--- config.mk ---
export PLATFORM = sky130hd
export DESIGN_NAME = pipelined_shift_flat
export DESIGN_NICKNAME = d
export VERILOG_FILES = /design/src/rtl/pipelined_shift_if.sv /design/src/rtl/pipelined_shift.sv /design/src/flat_wrapper.sv
export SDC_FILE = /design/constraint.sdc
export NUM_CORES = 1
export LEC_CHECK = 0
export ABC_AREA = 1
export BUFFER_PORTS_ARGS = -buffer_cell sky130_fd_sc_hd__buf_2
export CORE_ASPECT_RATIO = 0.7
export CORE_UTILIZATION = 30
export DETAILED_ROUTE_END_ITERATION = 8
export SLEW_MARGIN = 5
export SYNTH_ARGS = -nofsm -noshare
export SYNTH_HDL_FRONTEND = slang
export SYNTH_SLANG_ARGS = --single-unit
--- constraint.sdc ---
create_clock -name clk -period 1.9 [get_ports clk]
set_clock_uncertainty 0.15 [all_clocks]
set_input_delay 0.38 -clock clk [delete_from_list [all_inputs] [get_ports clk]]
set_output_delay 0.38 -clock clk [all_outputs]
set_load 0.1 [all_outputs]
--- src/rtl/pipelined_shift_if.sv ---
// pipelined_shift_if
//   Operand/result handshake bundle for the pipelined barrel shifter.
//   master : producer/consumer side (drives in_valid/op/a/b and out_ready)
//   slave  : shifter side (drives in_ready, out_valid, result)
//   Signals:
//     in_valid/in_ready   input handshake
//     op[2:0]             0 SLL, 1 SRL, 2 SRA, 3 ROL, 4 ROR
//     a[XLEN-1:0]         value to shift
//     b[XLEN-1:0]         shift amount (low log2(XLEN) bits used)
//     out_valid/out_ready output handshake
//     result[XLEN-1:0]    shifted value
interface pipelined_shift_if #(
    parameter int XLEN = 32
);
    logic            in_valid;
    logic            in_ready;
    logic [2:0]      op;
    logic [XLEN-1:0] a;
    logic [XLEN-1:0] b;
    logic            out_valid;
    logic            out_ready;
    logic [XLEN-1:0] result;

    modport master (
        output in_valid, op, a, b, out_ready,
        input  in_ready, out_valid, result
    );

    modport slave (
        input  in_valid, op, a, b, out_ready,
        output in_ready, out_valid, result
    );
endinterface

--- src/rtl/pipelined_shift.sv ---
// pipelined_shift
//   Elastic, pipelined barrel shifter: SLL, SRL, SRA and (optionally) ROL/ROR
//   over XLEN = 32/64/128. The log2(XLEN) shift levels are spread across
//   STAGES register stages, ceil(SW/STAGES) levels per stage.
//   Optional feature macro: SHIFT_ROTATE_EN (enables ROL/ROR; when undefined
//   op 3 acts as SLL and op 4 as SRL and no rotate muxes are built).
//   Ports:
//     clk    rising-edge clock
//     rst_n  asynchronous active-low reset
//     flush  synchronous; kills every in-flight operation
//     bus    pipelined_shift_if.slave (in/out valid-ready handshakes)
module pipelined_shift #(
    parameter int XLEN   = 32,
    parameter int STAGES = 2
) (
    input logic                clk,
    input logic                rst_n,
    input logic                flush,
    pipelined_shift_if.slave   bus
);
    localparam int SW = $clog2(XLEN);
    localparam int L  = (SW + STAGES - 1) / STAGES;

    localparam logic [2:0] OP_SLL = 3'd0;
    localparam logic [2:0] OP_SRL = 3'd1;
    localparam logic [2:0] OP_SRA = 3'd2;
`ifdef SHIFT_ROTATE_EN
    localparam logic [2:0] OP_ROL = 3'd3;
    localparam logic [2:0] OP_ROR = 3'd4;
`endif

    // Fold unknown / disabled codes onto the base ops once, at entry, so the
    // downstream stages only ever see legal encodings.
    function automatic logic [2:0] norm_op(input logic [2:0] o);
        case (o)
            3'd1:    return OP_SRL;
            3'd2:    return OP_SRA;
`ifdef SHIFT_ROTATE_EN
            3'd3:    return OP_ROL;
            3'd4:    return OP_ROR;
`else
            3'd4:    return OP_SRL;
`endif
            default: return OP_SLL;
        endcase
    endfunction

    function automatic logic is_left(input logic [2:0] o);
`ifdef SHIFT_ROTATE_EN
        return (o == OP_SLL) || (o == OP_ROL);
`else
        return (o == OP_SLL);
`endif
    endfunction

    function automatic logic [XLEN-1:0] rev(input logic [XLEN-1:0] x);
        logic [XLEN-1:0] r;
        for (int i = 0; i < XLEN; i++) r[i] = x[XLEN-1-i];
        return r;
    endfunction

    // One right-shift level by 2^lvl. Left ops arrive bit-reversed, so only
    // right-direction hardware exists.
    function automatic logic [XLEN-1:0] lvl_shift(input logic [XLEN-1:0] x,
                                                  input int unsigned lvl,
                                                  input logic [2:0] o);
        int unsigned sh;
        sh = 32'd1 << lvl;
        case (o)
            OP_SRA:  return XLEN'($signed(x) >>> sh);
`ifdef SHIFT_ROTATE_EN
            OP_ROL,
            OP_ROR:  return (x >> sh) | (x << (XLEN - sh));
`endif
            default: return x >> sh;
        endcase
    endfunction

    logic [STAGES-1:0]           vld_pipe;
    logic [STAGES-1:0][XLEN-1:0] data_q;
    logic [STAGES-1:0][SW-1:0]   amt_q;
    logic [STAGES-1:0][2:0]      op_q;
    logic [STAGES-1:0]           load;

    // A stage loads if it or anything downstream of it is empty, or the
    // consumer takes the result this cycle. Written flat (no recursion) so the
    // ready chain is a pure function of out_ready and the valid bits.
    for (genvar k = 0; k < STAGES; k++) begin : g_load
        assign load[k] = bus.out_ready || !(&vld_pipe[STAGES-1:k]);
    end

    for (genvar k = 0; k < STAGES; k++) begin : g_st
        logic            s_vld;
        logic [XLEN-1:0] s_data;
        logic [XLEN-1:0] s_out;
        logic [SW-1:0]   s_amt;
        logic [2:0]      s_op;
        logic [L-1:0]    s_bits;

        logic            v_q;
        logic [XLEN-1:0] d_q;
        logic [SW-1:0]   m_q;
        logic [2:0]      o_q;

        if (k == 0) begin : g_src
            assign s_vld  = bus.in_valid;
            assign s_op   = norm_op(bus.op);
            assign s_data = is_left(s_op) ? rev(bus.a) : bus.a;
            assign s_amt  = bus.b[SW-1:0];
        end else begin : g_src
            assign s_vld  = vld_pipe[k-1];
            assign s_op   = op_q[k-1];
            assign s_data = data_q[k-1];
            assign s_amt  = amt_q[k-1];
        end

        // Amount bits owned by this stage; slots past SW (short last stage)
        // are tied off so they pass the value through.
        for (genvar j = 0; j < L; j++) begin : g_bit
            if (k * L + j < SW) begin : g_on
                assign s_bits[j] = s_amt[k*L+j];
            end else begin : g_off
                assign s_bits[j] = 1'b0;
            end
        end

        always_comb begin
            s_out = s_data;
            for (int j = 0; j < L; j++)
                if (s_bits[j]) s_out = lvl_shift(s_out, k * L + j, s_op);
        end

        always_ff @(posedge clk or negedge rst_n) begin
            if (!rst_n) begin
                v_q <= 1'b0;
                d_q <= '0;
                m_q <= '0;
                o_q <= OP_SLL;
            end else begin
                if (flush)        v_q <= 1'b0;
                else if (load[k]) v_q <= s_vld;
                // Payload only moves with a real operation; flush need not
                // scrub it because the valid bit is what matters.
                if (load[k] && s_vld) begin
                    d_q <= s_out;
                    m_q <= s_amt;
                    o_q <= s_op;
                end
            end
        end

        assign vld_pipe[k] = v_q;
        assign data_q[k]   = d_q;
        assign amt_q[k]    = m_q;
        assign op_q[k]     = o_q;
    end

    assign bus.in_ready  = load[0];
    assign bus.out_valid = vld_pipe[STAGES-1];
    // Undo the entry reversal for left ops; reset state (0, SLL) yields 0.
    assign bus.result    = is_left(op_q[STAGES-1]) ? rev(data_q[STAGES-1])
                                                   : data_q[STAGES-1];

    // Upper amount bits are ignored by definition; the last stage's amount
    // copy has no consumer.
    logic unused_bits;
    assign unused_bits = ^{bus.b[XLEN-1:SW], amt_q[STAGES-1]};
endmodule

--- src/flat_wrapper.sv ---
// flat-port wrapper written by rule: the top's interface ports become plain ports
module pipelined_shift_flat 
#(
    parameter int XLEN   = 32,
    parameter int STAGES = 2
)
  (clk, rst_n, flush, bus_in_valid, bus_op, bus_a, bus_b, bus_out_ready, bus_in_ready, bus_out_valid, bus_result);
  pipelined_shift_if #(.XLEN(XLEN)) bus_i ();
  input logic clk;
  input logic rst_n;
  input logic flush;
  input wire logic [$bits(bus_i.in_valid)-1:0] bus_in_valid;
  input wire logic [$bits(bus_i.op)-1:0] bus_op;
  input wire logic [$bits(bus_i.a)-1:0] bus_a;
  input wire logic [$bits(bus_i.b)-1:0] bus_b;
  input wire logic [$bits(bus_i.out_ready)-1:0] bus_out_ready;
  output wire logic [$bits(bus_i.in_ready)-1:0] bus_in_ready;
  output wire logic [$bits(bus_i.out_valid)-1:0] bus_out_valid;
  output wire logic [$bits(bus_i.result)-1:0] bus_result;
  assign bus_i.in_valid = bus_in_valid;
  assign bus_i.op = bus_op;
  assign bus_i.a = bus_a;
  assign bus_i.b = bus_b;
  assign bus_i.out_ready = bus_out_ready;
  assign bus_in_ready = bus_i.in_ready;
  assign bus_out_valid = bus_i.out_valid;
  assign bus_result = bus_i.result;
  pipelined_shift #(.XLEN(XLEN), .STAGES(STAGES)) u_core (.clk(clk), .rst_n(rst_n), .flush(flush), .bus(bus_i));
endmodule
### Yosys cells after proc, flatten, opt, wreduce, memory -nomap -nowiden

Index checks and enable logic that the tools add are counted.

* register bits after elaboration: 77
* input bits: 72
* word-level logic and storage cells: 41

* equality and inequality tests: 5
* muxes and demuxes: 17
* reduce and logical (&&, ||, !) cells: 12

Operators by type and width (number)
* $mux 32: 12
* $eq 3x2->1 const B: 3
* $logic_not 3->1: 2
* $mux 1: 4
* $pmux 2 s2: 1
* $reduce_bool 2->1: 2
* $eq 3x1->1 const B: 1
* $eq 3x3->1 const B: 1
* $logic_and 1x1->1: 2
* $logic_not 1->1: 2
* $logic_or 1x1->1: 2
* $reduce_and 2->1: 1
* $reduce_or 2->1: 1

### Depth between registers and ports, before layout

* depth after elaboration: 11
* depth in mapped cells: 13
* mapped depth without buffers: 12

### Worst setup path before layout

Ideal clock, no wire load.

* path kind: flip-flop to output port
* start: reg u_core.g_st[1].o_q[1]
* end: out bus_result[0]
* arrival: 2.766 ns
* setup slack: -1.396 ns
* stages on the path, launching flop included: 4
* buffers on the path: 1
* path through: dfrtp_1 -> nor2_1 -> clkbuf_1 -> o21ai_0

* longest elaborated chain between the ends: 2

Ends and longest elaborated chain
* from (decl): line pipelined_shift.sv:103 `logic [2:0] o_q;`
* from (signal assigned): line pipelined_shift.sv:147 `o_q <= s_op;`
* $logic_not 3->1: line pipelined_shift.sv:52 `return (o == OP_SLL);`
* $mux 32: line pipelined_shift.sv:161 `assign bus.result = is_left(op_q[STAGES-1]) ? rev(data_q[STAGES-1])`
* to (decl): line flat_wrapper.sv:19 `output wire logic [$bits(bus_i.result)-1:0] bus_result;`

No other way between the ends.

### Final worst setup path

* start: reg u_core.g_st[1].o_q[1]
* end: out bus_result[5]

Same word-level chain as after synthesis.

==> impl_metrics.tcl <==
set metrics [dict create \
    setup_viol 32 \
    finish.net_count 950 \
    dieArea_mm2 0.0183 \
    violations "negative setup slack" \
    status "complete, but fails checks" \
    avgSynthCellArea_um2 6.49 \
    holdCritStartpoint "flush" \
    hpwl_um 11400 \
    rsz0062_at_grt "true" \
    ios 106 \
    areaGrowthSynthToFinish_pct 35.0 \
    syn-cell-area_mm2 0.00531 \
    hold_depth 2 \
    place_area_mm2 0.00671 \
    clk_path_buf_depth 2 \
    die_y_um 113 \
    final_common_cell "nand3_1" \
    fin_tns_setup_ns -4.26 \
    via_count 5704 \
    grt_pass1_vias 5234 \
    cpMostUsedCell "buf_12" \
    antenna_found_initial 0 \
    ff2ff_setup_slack_ns 0.13 \
    synth_area_leaders "dfrtp_1 34%, nand3_1 23%, nand2_1 16%" \
    root_buffer "clkbuf_16" \
    cts_buffers 9 \
    synth_cells 818 \
    power.total_mw 8.04 \
    cp_data_arrival_time_ns 1.54 \
    drtIter0Drc 480 \
    drtAntennaViolNets 0 \
    peakVddDrop_mv 0.769 \
    cts_htree_levels 3 \
    path_clk_slew_ns 0.05 \
    die_x_um 161 \
    grt_max_degree 73 \
    hold_path_class "in -> reg" \
    drt_pre_antenna_iters 5 \
    slew_headroom_pct 65.2 \
    crit_slowest_cell "dfrtp_1" \
    fin_util_pct 41.7 \
    overflow 0 \
    diodes 0 \
    worstHoldEndpoint "u_core.bus.out_valid" \
    ff2ff_path_depth 7 \
    clk-insertion-delay-late_ns 0.33 \
    timing.final.crit_share_pct 109 \
    ys_seq_area_share_pct 33.9 \
    synth_nets 890 \
    grt_usage_pct 18.1 \
    leakage_nw 3.40 \
    cts_tree "done" \
    drive_gt1_share_pct 21.1 \
    routedWlPerCell_um 14.2 \
    r2r_end "u_core.g_st[1].d_q[30]" \
    max_freq_mhz 484 \
    final_cell_mix "245 x nand3_1, 217 x nand2_1, 71 x dfrtp_1" \
    vias_per_cell 5.12 \
    critPathBufInv 3 \
    cpPeakStageDelay_ns 0.40 \
    cap_violations 0 \
    drt_wl_total_um 15800 \
    endpoint_kind "output port" \
    worst_pin_slew_ns 0.520 \
    post-place-ws_ns -0.0631 \
    finalMaxSlewViolations 0 \
    row_count 40 \
    critPathTopFamily "buffers and inverters" \
    cellPowerDensity_mw_per_mm2 1120 \
    start_util_pct 30.9 \
    io_buffers 78 \
    synth_top_area_share_pct 33.9 \
    period_needed_ns 2.07 \
    drc_errors 0 \
    gp_congestion 0.859 \
    fp.coreArea_mm2 0.0172 \
    cp-start-kind "flop" \
    synthDistinctLibCells 29 \
    yosysTopAreaCell "dfrtp_1" \
    yosysWarnings 0 \
    worstPathCellList "nor2_4 -> buf_12 -> buf_16 -> nand2_2 -> o21ai_2 -> buf_12" \
    setup_slack_ns -0.166 \
    reg2reg_from "u_core.g_st[0].m_q[3]" \
    design_area_mm2 0.00717 \
    cp.required_ns 1.37 \
    grt_first_pass_wirelength_um 26400 \
    final-hold-violation-count 0 \
    critPathMaxFanout 8 \
    numClockSinks 72 \
    synth_seq_cells 72 \
    path_class "reg -> out" \
]
[worst reg2reg max path, delay by kind of cell, from the launching register on]
family                 cells  cell delay (ns)
AOI/OAI and AO/OA          3             0.38
buffers and inverters      1             0.18
and+or+nand+nor            3             0.62
DFF                        1             0.37
[synthesized netlist by cell type]
| cell type | number |
|---|---|
| inv_1 | 56 |
| buf_4 | 3 |
| clkbuf_1 | 28 |
| nand3b_1 | 1 |
| buf_6 | 4 |
| o22ai_1 | 1 |
| nor2_2 | 1 |
| dfrtp_1 | 72 |
| o211ai_1 | 2 |
| buf_2 | 23 |
| nor2_1 | 26 |
| a31oi_1 | 1 |
| a21oi_1 | 15 |
| inv_2 | 3 |
| o21a_1 | 1 |
| o21ai_1 | 1 |
| mux2i_1 | 7 |
| nand3_2 | 14 |
| a21boi_1 | 1 |
| nand2_2 | 1 |
| nand3_4 | 2 |
| nand2_4 | 1 |
| o21ai_0 | 82 |
| buf_1 | 1 |
| nand3_1 | 245 |
| a21oi_2 | 1 |
| clkinv_1 | 2 |
| buf_8 | 1 |
| nand2_1 | 222 |
[how the worst max path moves through the flow]
stage / from / to / slack [ns] / cells past startpoint
after CTS: u_core.g_st[1].o_q[0] / bus_result[5] / -0.18 / 6
final: u_core.g_st[1].o_q[1] / bus_result[5] / -0.17 / 6
after global placement: bus_op[2] / u_core.g_st[0].d_q[3] / -0.03 / 13
after global routing: u_core.g_st[1].o_q[1] / bus_result[8] / -0.24 / 6
after floorplan: u_core.g_st[1].o_q[1] / bus_result[10] / -0.12 / 3
after detailed placement: bus_op[0] / u_core.g_st[0].d_q[3] / -0.06 / 13
[cells by family after synthesis]
group           Yosys count  synth area share [%]
compound gates          105                  10.2
mux                       7                  1.32
simple gates            513                  44.5
buf+inv                 121                  10.1
flops                    72                  33.9
[metal layers]
layer  share of wire (%)  up-vias  GRT usage (%)  routed length (um)
met5                   0        -              0                   0
met4                0.91        0           4.03                 144
met3                 5.6       11           3.48                 888
met2                  45      170           27.6                7150
met1                  48     2661           26.3                7640
li1                    -     2862              -                   -
[sequential cells by signal (all words and copies together), names as in the netlist]
name	cells
u_core.g_st.m_q	2
u_core.g_st.d_q	64
u_core.g_st.v_q	1
u_core.bus.out_valid	1
u_core.g_st.o_q	4
[report_power, final]
part           switching (mW)  internal (mW)  total (mW)
registers               0.197           1.79        1.99
logic                    2.90           1.55        4.44
clock network           0.614          0.989        1.60
[stage by stage]
| stage | instances | hold slack, ns |
|---|---|---|
| finish | 1114 | 0.0551 |
| CTS | 1114 | 0.0416 |
| floorplan | 818 | -0.0656 |
| detailed placement | 1093 | 0.295 |
| global placement | 1093 | 0.299 |
| global route | 1114 | 0.0502 |
[area by class of cell]
cell class / count / area (um^2)
Fill cell: 1756 / 10000
Multi-Input combinational cell: 625 / 3230
Sequential cell: 72 / 1810
Timing Repair Buffer: 109 / 1330
Tap cell: 231 / 289
Clock buffer: 14 / 274
Inverter: 61 / 233
Clock inverter: 2 / 12.5
[timing repair]
item	4_1_cts	5_1_grt
cloned	3	0
buffers inserted	1	0
hold buffers	1	0
endpoints found under the setup margin	33	32
gates resized for setup	14	3
pin swaps	1	1
hold endpoints to repair	72	0
Power figures use the tool's default switching activity.
